### src/rtl/fetch_sequencer.sv
// fetch_sequencer: PC register, instruction register and return-address stack
// for the fetch stage. JMP/CALL/RET are resolved here with no bubbles.
// Optional macro FETCH_STACK_GUARD_EN compiles in stack overflow/underflow
// detection and the HALT state. Without it, faults saturate the stack pointer.
module fetch_sequencer #(
  parameter int unsigned ADDR_W      = 16,
  parameter int unsigned STACK_DEPTH = 4,
  parameter logic [3:0]  OP_JMP      = 4'd4,
  parameter logic [3:0]  OP_CALL     = 4'd5,
  parameter logic [3:0]  OP_RET      = 4'd6
) (
  input  logic              Clock,
  input  logic              Reset,
  input  logic              iStall,
  input  logic [27:0]       iInstruction,
  output logic [ADDR_W-1:0] oAddress,
  output logic [27:0]       oInstruction,
  output logic              oValid,
  output logic              oError
);

  localparam int unsigned IDX_W = $clog2(STACK_DEPTH);
  localparam int unsigned SP_W  = IDX_W + 1;
  localparam logic [SP_W-1:0] SP_FULL = SP_W'(STACK_DEPTH);

  logic [ADDR_W-1:0] pc_q, pc_d;
  logic [SP_W-1:0]   sp_q, sp_d;
  logic [27:0]       instr_q, instr_d;
  logic              valid_q, valid_d;
  logic [ADDR_W-1:0] stack_q [STACK_DEPTH];

  logic              push_en;
  logic [IDX_W-1:0]  push_idx;
  logic [IDX_W-1:0]  pop_idx;
  logic [SP_W-1:0]   sp_dec;
  logic [ADDR_W-1:0] pc_inc;
  logic [ADDR_W-1:0] target;
  logic [3:0]        opcode;
  logic              advance;

  assign opcode  = iInstruction[27:24];
  assign target  = ADDR_W'(iInstruction[23:16]);
  assign pc_inc  = pc_q + ADDR_W'(1);
  assign sp_dec  = sp_q - SP_W'(1);
  assign pop_idx = sp_dec[IDX_W-1:0];

`ifdef FETCH_STACK_GUARD_EN
  typedef enum logic {S_RUN, S_HALT} state_t;
  state_t state_q, state_d;
  logic   fault;

  assign advance = (state_q == S_RUN) && !iStall;
  assign oError  = (state_q == S_HALT);
`else
  assign advance = !iStall;
  assign oError  = 1'b0;
`endif

  // Next PC, stack pointer and output register; faulting words are not forwarded.
  always_comb begin
    pc_d     = pc_q;
    sp_d     = sp_q;
    instr_d  = instr_q;
    valid_d  = valid_q;
    push_en  = 1'b0;
    push_idx = sp_q[IDX_W-1:0];
`ifdef FETCH_STACK_GUARD_EN
    state_d  = state_q;
    fault    = 1'b0;
`endif
    if (advance) begin
      instr_d = iInstruction;
      valid_d = 1'b1;
      pc_d    = pc_inc;
      case (opcode)
        OP_JMP: pc_d = target;
        OP_CALL: begin
          if (sp_q == SP_FULL) begin
`ifdef FETCH_STACK_GUARD_EN
            fault = 1'b1;
`else
            push_en  = 1'b1;
            push_idx = IDX_W'(STACK_DEPTH - 1);
            pc_d     = target;
`endif
          end else begin
            push_en = 1'b1;
            sp_d    = sp_q + SP_W'(1);
            pc_d    = target;
          end
        end
        OP_RET: begin
          if (sp_q == '0) begin
`ifdef FETCH_STACK_GUARD_EN
            fault = 1'b1;
`else
            pc_d = stack_q[0];
`endif
          end else begin
            sp_d = sp_dec;
            pc_d = stack_q[pop_idx];
          end
        end
        default: ;
      endcase
`ifdef FETCH_STACK_GUARD_EN
      if (fault) begin
        state_d = S_HALT;
        pc_d    = pc_q;
        sp_d    = sp_q;
        instr_d = instr_q;
        valid_d = 1'b0;
        push_en = 1'b0;
      end
`endif
    end
  end

  // Architectural state with asynchronous active-low reset.
  always_ff @(posedge Clock or negedge Reset) begin
    if (!Reset) begin
      pc_q    <= '0;
      sp_q    <= '0;
      instr_q <= '0;
      valid_q <= 1'b0;
`ifdef FETCH_STACK_GUARD_EN
      state_q <= S_RUN;
`endif
    end else begin
      pc_q    <= pc_d;
      sp_q    <= sp_d;
      instr_q <= instr_d;
      valid_q <= valid_d;
`ifdef FETCH_STACK_GUARD_EN
      state_q <= state_d;
`endif
    end
  end

  // Return-address storage; contents are not reset.
  always_ff @(posedge Clock) begin
    if (push_en) stack_q[push_idx] <= pc_inc;
  end

  assign oAddress     = pc_q;
  assign oInstruction = instr_q;
  assign oValid       = valid_q;

endmodule

### config.mk
export PLATFORM = sky130hd
export DESIGN_NAME = fetch_sequencer
export DESIGN_NICKNAME = d
export VERILOG_FILES = /design/src/rtl/fetch_sequencer.sv
export SDC_FILE = /design/constraint.sdc
export NUM_CORES = 1
export LEC_CHECK = 0
export ABC_CLOCK_PERIOD_IN_PS = 6700
export CORE_MARGIN = 5
export CORE_UTILIZATION = 45
export CTS_CLUSTER_DIAMETER = 60
export DETAILED_ROUTE_END_ITERATION = 8
export PLACE_DENSITY = 0.73
export SLEW_MARGIN = 25
export SYNTH_ARGS = -nofsm -noshare
export SYNTH_HDL_FRONTEND = slang
export SYNTH_SLANG_ARGS = --single-unit
### constraint.sdc
create_clock -name Clock -period 6.7 [get_ports Clock]
set_input_delay 0.67 -clock Clock [delete_from_list [all_inputs] [get_ports Clock]]
set_output_delay 0.67 -clock Clock [all_outputs]
set_load 0.05 [all_outputs]
== After elaboration in Yosys (flattened, before gate mapping) ==
Memory sizes are Yosys's and may differ from the RTL's.
Cells that the tools add are included.

* Bits in registers: 48
* RAM bits: 64
* Bits of input ports: 31
* Word-level logic and storage cells: 31
* Memories kept: 1

{| class="wikitable"
|+ Memories
! memory !! words !! bits a word !! rd ports !! clocked after Yosys merged registers in !! wr ports !! line !! source
|-
| stack_q || 4 || 16 || 2 || 0 || 1 || 30 || <nowiki>logic [ADDR_W-1:0] stack_q [STACK_DEPTH];</nowiki>
|}

* Add/sub/neg operators: 3
* Equal/unequal tests: 6
* Muxes and demuxes: 12
* Bitwise logic cells: 1
* Reduce and logical (&&, ||, !) cells: 4

{| class="wikitable"
|+ Operator list
! operator !! count
|-
| $pmux 16 s2 || 1
|-
| $add 16x1->16 const B || 1
|-
| $mux 16 || 1
|-
| $eq 4x3->1 const B || 3
|-
| $mux 2 || 3
|-
| $mux 3 || 2
|-
| $pmux 3 s2 || 1
|-
| $mux 1 || 4
|-
| $ne 2x2->1 const B || 2
|-
| $reduce_and 4->1 || 1
|-
| $add 3x1->3 const B || 1
|-
| $eq 3x3->1 const B || 1
|-
| $logic_not 3->1 || 1
|-
| $sub 3x1->3 const B || 1
|-
| $reduce_bool 2->1 || 1
|-
| $reduce_or 2->1 || 1
|-
| $not 1->1 || 1
|}

== Logic depth before layout (Yosys ltp) ==
* Word-level depth: 5
* Gate-level depth with buffers: 9
* Gate-level depth less buffers: 7

== Worst setup path after synthesis ==
No wires, ideal clock.

* Path kind: input to register
* From: in iInstruction[25]
* To: mem stack_q[2][0], enable pin
* Setup time: 0.409 ns
* Data arrival time: 2.457 ns
* Required time: 6.291 ns
* Slack: 3.834 ns
* Cell stages on the path: 4
* Cell sequence: nor3b_4 -> nand3b_1 -> nand2b_1 -> nor3_1

* Word-level cells in the longest chain between the ends: 5

{| class="wikitable"
|+ RTL lines
! what !! line !! source
|-
| from (decl) || 15 || <nowiki>input logic [27:0] iInstruction,</nowiki>
|-
| $eq 4x3->1 (*) || 75 || <nowiki>case (opcode)</nowiki>
|-
| $mux 1 || 75 ||
|-
| $mux 1 || 71 || <nowiki>if (advance) begin</nowiki>
|-
| $mux 1 || 142 || <nowiki>if (push_en) stack_q[push_idx] <= pc_inc;</nowiki>
|-
| $mux 1 (not written as such) || 142 ||
|-
| to (decl) || 30 ||
|}

Mark *: on every way between the ends. The rest lies on a longest branch, timed or not.

== Worst setup path in the final report ==
* From: reg sp_q[0]
* To: reg pc_q[4] (netlist: oAddress[4])

* Word-level cells in the longest chain between the ends: 4

{| class="wikitable"
|+ RTL lines
! what !! line !! source
|-
| from (decl) || 27 || <nowiki>logic [SP_W-1:0] sp_q, sp_d;</nowiki>
|-
| from (signal assigned) || 131 || <nowiki>sp_q <= sp_d;</nowiki>
|-
| $sub 3x1->3 || 44 || <nowiki>assign sp_dec = sp_q - SP_W'(1);</nowiki>
|-
| $mem_v2 4x16 || - ||
|-
| $mux 16 (*) || 93 || <nowiki>if (sp_q == '0) begin</nowiki>
|-
| $pmux 16 s2 (*) || 75 ||
|-
| to (signal assigned) || 130 || <nowiki>pc_q <= pc_d;</nowiki>
|-
| to (decl) || 26 || <nowiki>logic [ADDR_W-1:0] pc_q, pc_d;</nowiki>
|}

Marked as above.
A chain may end at the register's enable or synchronous reset.

==> flow_summary_export.csv <==
group,metric,value,unit
run_status,status,"completed",
cts,cts_hold_buf,0,
logic_synthesis,synthesis.area,5070,sq um
layout,layout_commonest_cell,"clkdlybuf4s50_1",
setup_path,cp-start-kind,"flop",
routing,drt_iter0_drc,244,
logic_synthesis,syn_nets,409,
routing,vias_per_cell,5.78,
global_route,grt_pass1_wl,18.7,mm
layout,layout_common_cells,"clkdlybuf4s50_1 (73), edfxtp_1 (64), dfrtp_1 (48), mux2_2 (28), a21oi_1 (23)",
placed_design,post_dp_cell_area,5960,sq um
power_and_ir_drop,power.density,371,nW/um^2
sta,drv_slew,0,
layout,diodes,0,
logic_synthesis,yosysWarnings,0,
sta,worst_pin_slew,855,ps
routing,routedWlPerCell,19.7,um
cts,cts_buffers,9,
floorplan,fp-row-count,38,
cts,clkSinkCount,112,
cts,cts.reportedPaths.clkPinSlew,70,ps
routing,drc,0,
setup_path,crit_type,"reg -> reg",
cts,cts_tree,"built",
logic_synthesis,synth-edff-count,64,
layout,layout.cells.non_filler,589,
placed_design,numPortBuffers,75,
cts,clk-insertion-delay-late,350,ps
global_route,grt_start_max_net_pins,60,
sta,rsz0062_at_grt,"false",
sta,hold_viol,0,
cts,postCtsSetupBuffers,0,
logic_synthesis,synth_cell_type_count,50,
layout,seqCellArea,3120,sq um
layout,nets,479,
sta,relSlewSlack,0.430,
cts,cts-root-buf,"clkbuf_16",
logic_synthesis,ys_seq_elements,112,
worst_hold_path,hp-class,"in -> async",
routing,drtAntennaViolNets,0,
floorplan,coreArea,10900,sq um
setup_path,crit_required,6900,ps
global_route,grt_overflow,0,
sta,finalCriticalPeriod,3130,ps
job,drv_cap,0,
logic_synthesis,syn_inst,374,
power_and_ir_drop,leakage,2.30,nW
layout,area_growth,22.7,%
placed_design,dpl.hpwl,8.08,mm
placed_design,gp_congestion,0.847,
layout,final_area,6230,sq um
sta,totalNegativeSetupSlack,0,ps
layout,layout-drive-gt1-share,0.160,
routing,routed_wl,11.6,mm
sta,setup_viol,0,
floorplan,pin_count,77,
layout,multi_input_area,1820,sq um
floorplan,dieWidth,116,um
cts,cts_buffer_depth,2,
global_route,grt_pass1_vias,3500,
cts,cts_max_level,3,
global_route,antenna_found_initial,0,
floorplan,start_util,0.464,
floorplan,fp.dieH,116,um
placed_design,dp_cells,573,
floorplan,dieArea,13500,sq um
setup_path,end_kind,"flop",
global_route,gr-usage-all-layers,0.183,
power_and_ir_drop,ir_drop,0.000188,V
logic_synthesis,ys_async_sr_fraction,0.429,
cts,ctsResizeCount,0,
setup_path,critPathArrivalTime,3330,ps
logic_synthesis,synth_area_per_cell,13.6,sq um
layout,filler_cell_count,856,
logic_synthesis,synth.yosys.seq_area_share,0.615,
sta,fin_crit_sh,0.467,
sta,clock.fmax,320,MHz
sta,skew,8.25,ps
logic_synthesis,ys.flop_type,"edfxtp_1",
routing,dr.pass1.iters,5,
setup_path,critical_path.max_fanout,18,
sta,whs,331,ps
routing,dr_total_vias,3407,
routing by layer:
metal	wire length [um]	vias to the layer above	GRT usage
met2	5620	146	0.294
met5	0	-	0
met3	900	14	0.0570
met4	173	0	0.0665
li1	-	1552	-
met1	4940	1695	0.235
sequential cells by signal, indices dropped and copies added, names as in the netlist:
name          cells
oAddress         16
oInstruction     28
oValid            1
sp_q              3
stack_q          64
critical path: stages (launching register included):
cell	delay (ps)
dfrtp_1	900
inv_2	270
ha_1	300
nor2b_1	130
buf_4	180
nor2_1	590
a221oi_1	230
a221oi_1	250
o21ai_0	110
logic make-up (layout without fill, tap and decap cells):
family | count (synthesis) | count (layout) | synth area share
XOR/XNOR | 17 | 17 | 0.0293
flip-flops | 112 | 112 | 0.615
adder cells (fa/ha/maj) | 4 | 4 | 0.00986
AO/OA/AOI/OAI | 77 | 77 | 0.100
other | 1 | 1 | 0.000739
AND/OR/NAND/NOR | 78 | 78 | 0.0969
buffers and inverters | 35 | 110 | 0.0296
multiplexers | 50 | 50 | 0.118
report_power, final:
part | switching (W) | internal (W) | leakage [nW] | total [W]
logic | 0.000544 | 0.000315 | 1.02 | 0.000859
clock network | 0.000242 | 0.000251 | 0.124 | 0.000493
registers | 0.000118 | 0.000837 | 1.16 | 0.000956
final cells by class:
type                    count  share of cell area
clock inverters             7             0.00743
flip-flops and latches    112               0.502
inverters                  12             0.00723
multi-input cells         227               0.292
well taps                 140              0.0281
repair buffers             82               0.128
clock buffers               9              0.0362
worst paths after layout:
kind                          from  slack, ps               end  cells after the start
min in group Clock          oValid        490            oValid                      1
max in group asynchronous    Reset       5940   oInstruction[7]                      1
hold / removal               Reset        330  oInstruction[15]                      1
hold reg to reg             oValid        490            oValid                      1
setup reg to reg           sp_q[0]       3570       oAddress[4]                      8
setup / recovery           sp_q[0]       3570       oAddress[4]                      8
synth_stat cells, drive strengths merged, types with 5 or more instances:
cell	n	share of area
clkbuf	8	0.0059
xnor2	11	0.019
dfrtp	48	0.24
a22oi	5	0.0084
mux4	5	0.022
buf	15	0.015
edfxtp	64	0.38
o221ai	12	0.021
nor2	16	0.016
inv	12	0.0089
nand3	5	0.0074
mux2	28	0.062
mux2i	17	0.034
o21ai	19	0.019
o311ai	5	0.0086
nand2b	7	0.0086
xor2	6	0.010
nand2	15	0.011
nor3	15	0.015
a21oi	23	0.023
through the flow:
step                worst slack, ps  total power [W]   util
finish                         3570          0.00231  0.569
CTS                            3610          0.00232  0.569
global placement               3480          0.00181  0.544
global route                   3360          0.00242  0.569
detailed placement             3390          0.00183  0.545
floorplan                      3830          0.00155      -
(Power assumes the default switching activity.)
==> variant (config.mk and constraints unchanged) <==
Make the reset (`Reset`) synchronous in one clocked block. Comments in the files are not updated.
--- a/src/rtl/fetch_sequencer.sv
+++ b/src/rtl/fetch_sequencer.sv
@@ -118,5 +118,5 @@
 
   // Architectural state with asynchronous active-low reset.
-  always_ff @(posedge Clock or negedge Reset) begin
+  always_ff @(posedge Clock) begin
     if (!Reset) begin
       pc_q    <= '0;
Behaviour: differs if Reset is asserted again (counterexample within 4 cycles, from zero or initial values and one cycle with Reset low); with Reset held inactive, the same outputs for 4 cycles.
==> variant against the original RTL <==
Setup slack better by 0.055 ns; wire length up 5.7%; sequential cell count unchanged; die area about the same; critical path type unchanged; critical endpoint is now oAddress[9]$_SDFFE_PN0N_; final area up 0.52%; area after synthesis about the same.
Power is not compared: it rests on default switching activity, and its combinational part moved more than twofold at a synthesized area within 25%.
==> variant: results (changes against the original RTL) <==
metric	value	unit	change
cts_buffer_depth	2		unchanged
hold_path_class	reg2reg		
synth_mux_area_frac	0.08325		-0.03460
port-buffer-count	75		unchanged
cts-root-buf	sky130_fd_sc_hd__clkbuf_16		
synth.top_cells.by_area	sky130_fd_sc_hd__edfxtp_1 (38%), sky130_fd_sc_hd__dfxtp_1 (19%), sky130_fd_sc_hd__mux2i_1 (6.1%)		
synthesis.yosys.warnings	0		unchanged
antenna_violations_before_repair	0		unchanged
synth_edf_count	64		unchanged
yosys.cell_types.count	56		+12%
postRouteWirelength	12290	um	+5.7%
pin_count_of_the_biggest_net_entering_global_routing	51		-15%
global_route.usage.met2	0.2807		-0.01312
dr_total_vias	3767		+11%
global_route.usage.total	0.1888		+0.006116
post_cts_resize_count	0		unchanged
max_slew_margin	0.3341		-0.09567
synth_top_cells_by_count	sky130_fd_sc_hd__edfxtp_1 (64), sky130_fd_sc_hd__dfxtp_1 (48), sky130_fd_sc_hd__nor2_1 (36)		
first_global_vias	3681		+5.2%
worst_reg2reg_path_depth	7		-1
final_nets	534		+11%
grt_first_pass_wirelength	19760	um	+5.4%
power_leakage	2.180	nW	
finClkSkew	0.01005	ns	+0.001798 ns
cts_max_level	3		unchanged
hold-path-cell-count	2		
ffs_w_async_s_r_synth	0		-0.4286
grtUsageMet3	0.05440		-0.002591
dp.final_hpwl	8122	um	+0.54%
synth_fa_ha_area_frac	0.009852		about the same
synthXorXnorAreaFrac	0.02069		-0.008650
dp_worst_setup_slack	3.522	ns	+0.1337 ns
detail_route.first_pass.iterations	5		unchanged
fill_cells	922		+7.7%
power.ir.vdd_worst	0.1201	mV	
compound_cell_area_share_of_the_yosys_netlist	0.1288		+0.02847
worstPathArrival	3.30	ns	-0.03 ns
detailedRoute.firstIterationViolations	295		+21%
finalWeightedCongestion	0.8413		-0.61%
share_of_final_layout_standard_cells_stronger_than_drive_strength_1	0.09127		-0.06909
critical_path_peak_fanout	28		+10
status	finished clean		
syn-num-nets	470		+15%
post_cts.repair.setup_buffers	0		unchanged
residual_overflow_from_global_routing	0		unchanged
portion_of_the_post_synthesis_area_used_by_sequential_elements	0.5675		-0.04790
ys_dominant_reg_cell	sky130_fd_sc_hd__edfxtp_1		
met1_demand_to_capacity_share_in_global_routing	0.2714		+0.03655
==> variant: report_power, final <==
group          switching, W  internal, W  total (W)
combinational      0.000107    0.0000654   0.000173
sequential        0.0000164     0.000742   0.000759
clock              0.000256     0.000302   0.000558
total              0.000380      0.00111    0.00149
==> variant: final timing paths <==
check / startpoint / end / slack [ns]
setup / recovery: sp_q[1]$_SDFFE_PN0P_ / oAddress[9]$_SDFFE_PN0N_ / 3.63
hold / removal: oInstruction[23]$_SDFFE_PN0N_ / oInstruction[23]$_SDFFE_PN0N_ / 0.50
setup reg to reg: sp_q[1]$_SDFFE_PN0P_ / oAddress[9]$_SDFFE_PN0N_ / 3.63
hold reg to reg: oInstruction[23]$_SDFFE_PN0N_ / oInstruction[23]$_SDFFE_PN0N_ / 0.50
==> variant: through the flow <==
stage	hold slack (ns)	instances	area [um^2]
final	0.4981	644	6260
after global routing	0.5332	644	6260
after CTS	0.5059	644	6260
after detailed placement	0.4878	628	5946
after global placement	0.4731	628	5946
after floorplan	0.4858	435	5080
==> variant: critical path, cell delays in order (launching register included) <==
cell	delay, ns
sky130_fd_sc_hd__dfxtp_1	0.48
sky130_fd_sc_hd__inv_1	0.14
sky130_fd_sc_hd__ha_1	0.91
sky130_fd_sc_hd__buf_4	0.42
sky130_fd_sc_hd__nor2b_1	0.08
sky130_fd_sc_hd__a2111oi_0	0.51
sky130_fd_sc_hd__a2111oi_0	0.13
sky130_fd_sc_hd__a311o_1	0.28
==> variant: final cells by class <==
| cell class | count | share of cell area |
|---|---|---|
| well taps | 140 | 0.02798 |
| repair buffers | 87 | 0.1335 |
| flip-flops and latches | 112 | 0.4605 |
| clock buffers | 11 | 0.04397 |
| inverters | 7 | 0.004197 |
| multi-input cells | 282 | 0.3236 |
| clock inverters | 5 | 0.006196 |
==> variant: kinds of logic (layout without fill, tap and decap cells) <==
group / Yosys count / count (layout)
flops: 112 / 112
xor+xnor: 12 / 12
simple gates: 139 / 139
other cells: 1 / 1
buf+inv: 41 / 110
compound gates: 89 / 89
mux: 37 / 37
fa+ha+maj: 4 / 4
==> variant: metal layers <==
metal | routed length (um) | share of wire | vias up
met4 | 129 | 0.010 | 0
met3 | 1067 | 0.087 | 11
met5 | 0 | 0 | -
li1 | - | - | 1777
met1 | 5627 | 0.46 | 1830
met2 | 5466 | 0.44 | 149
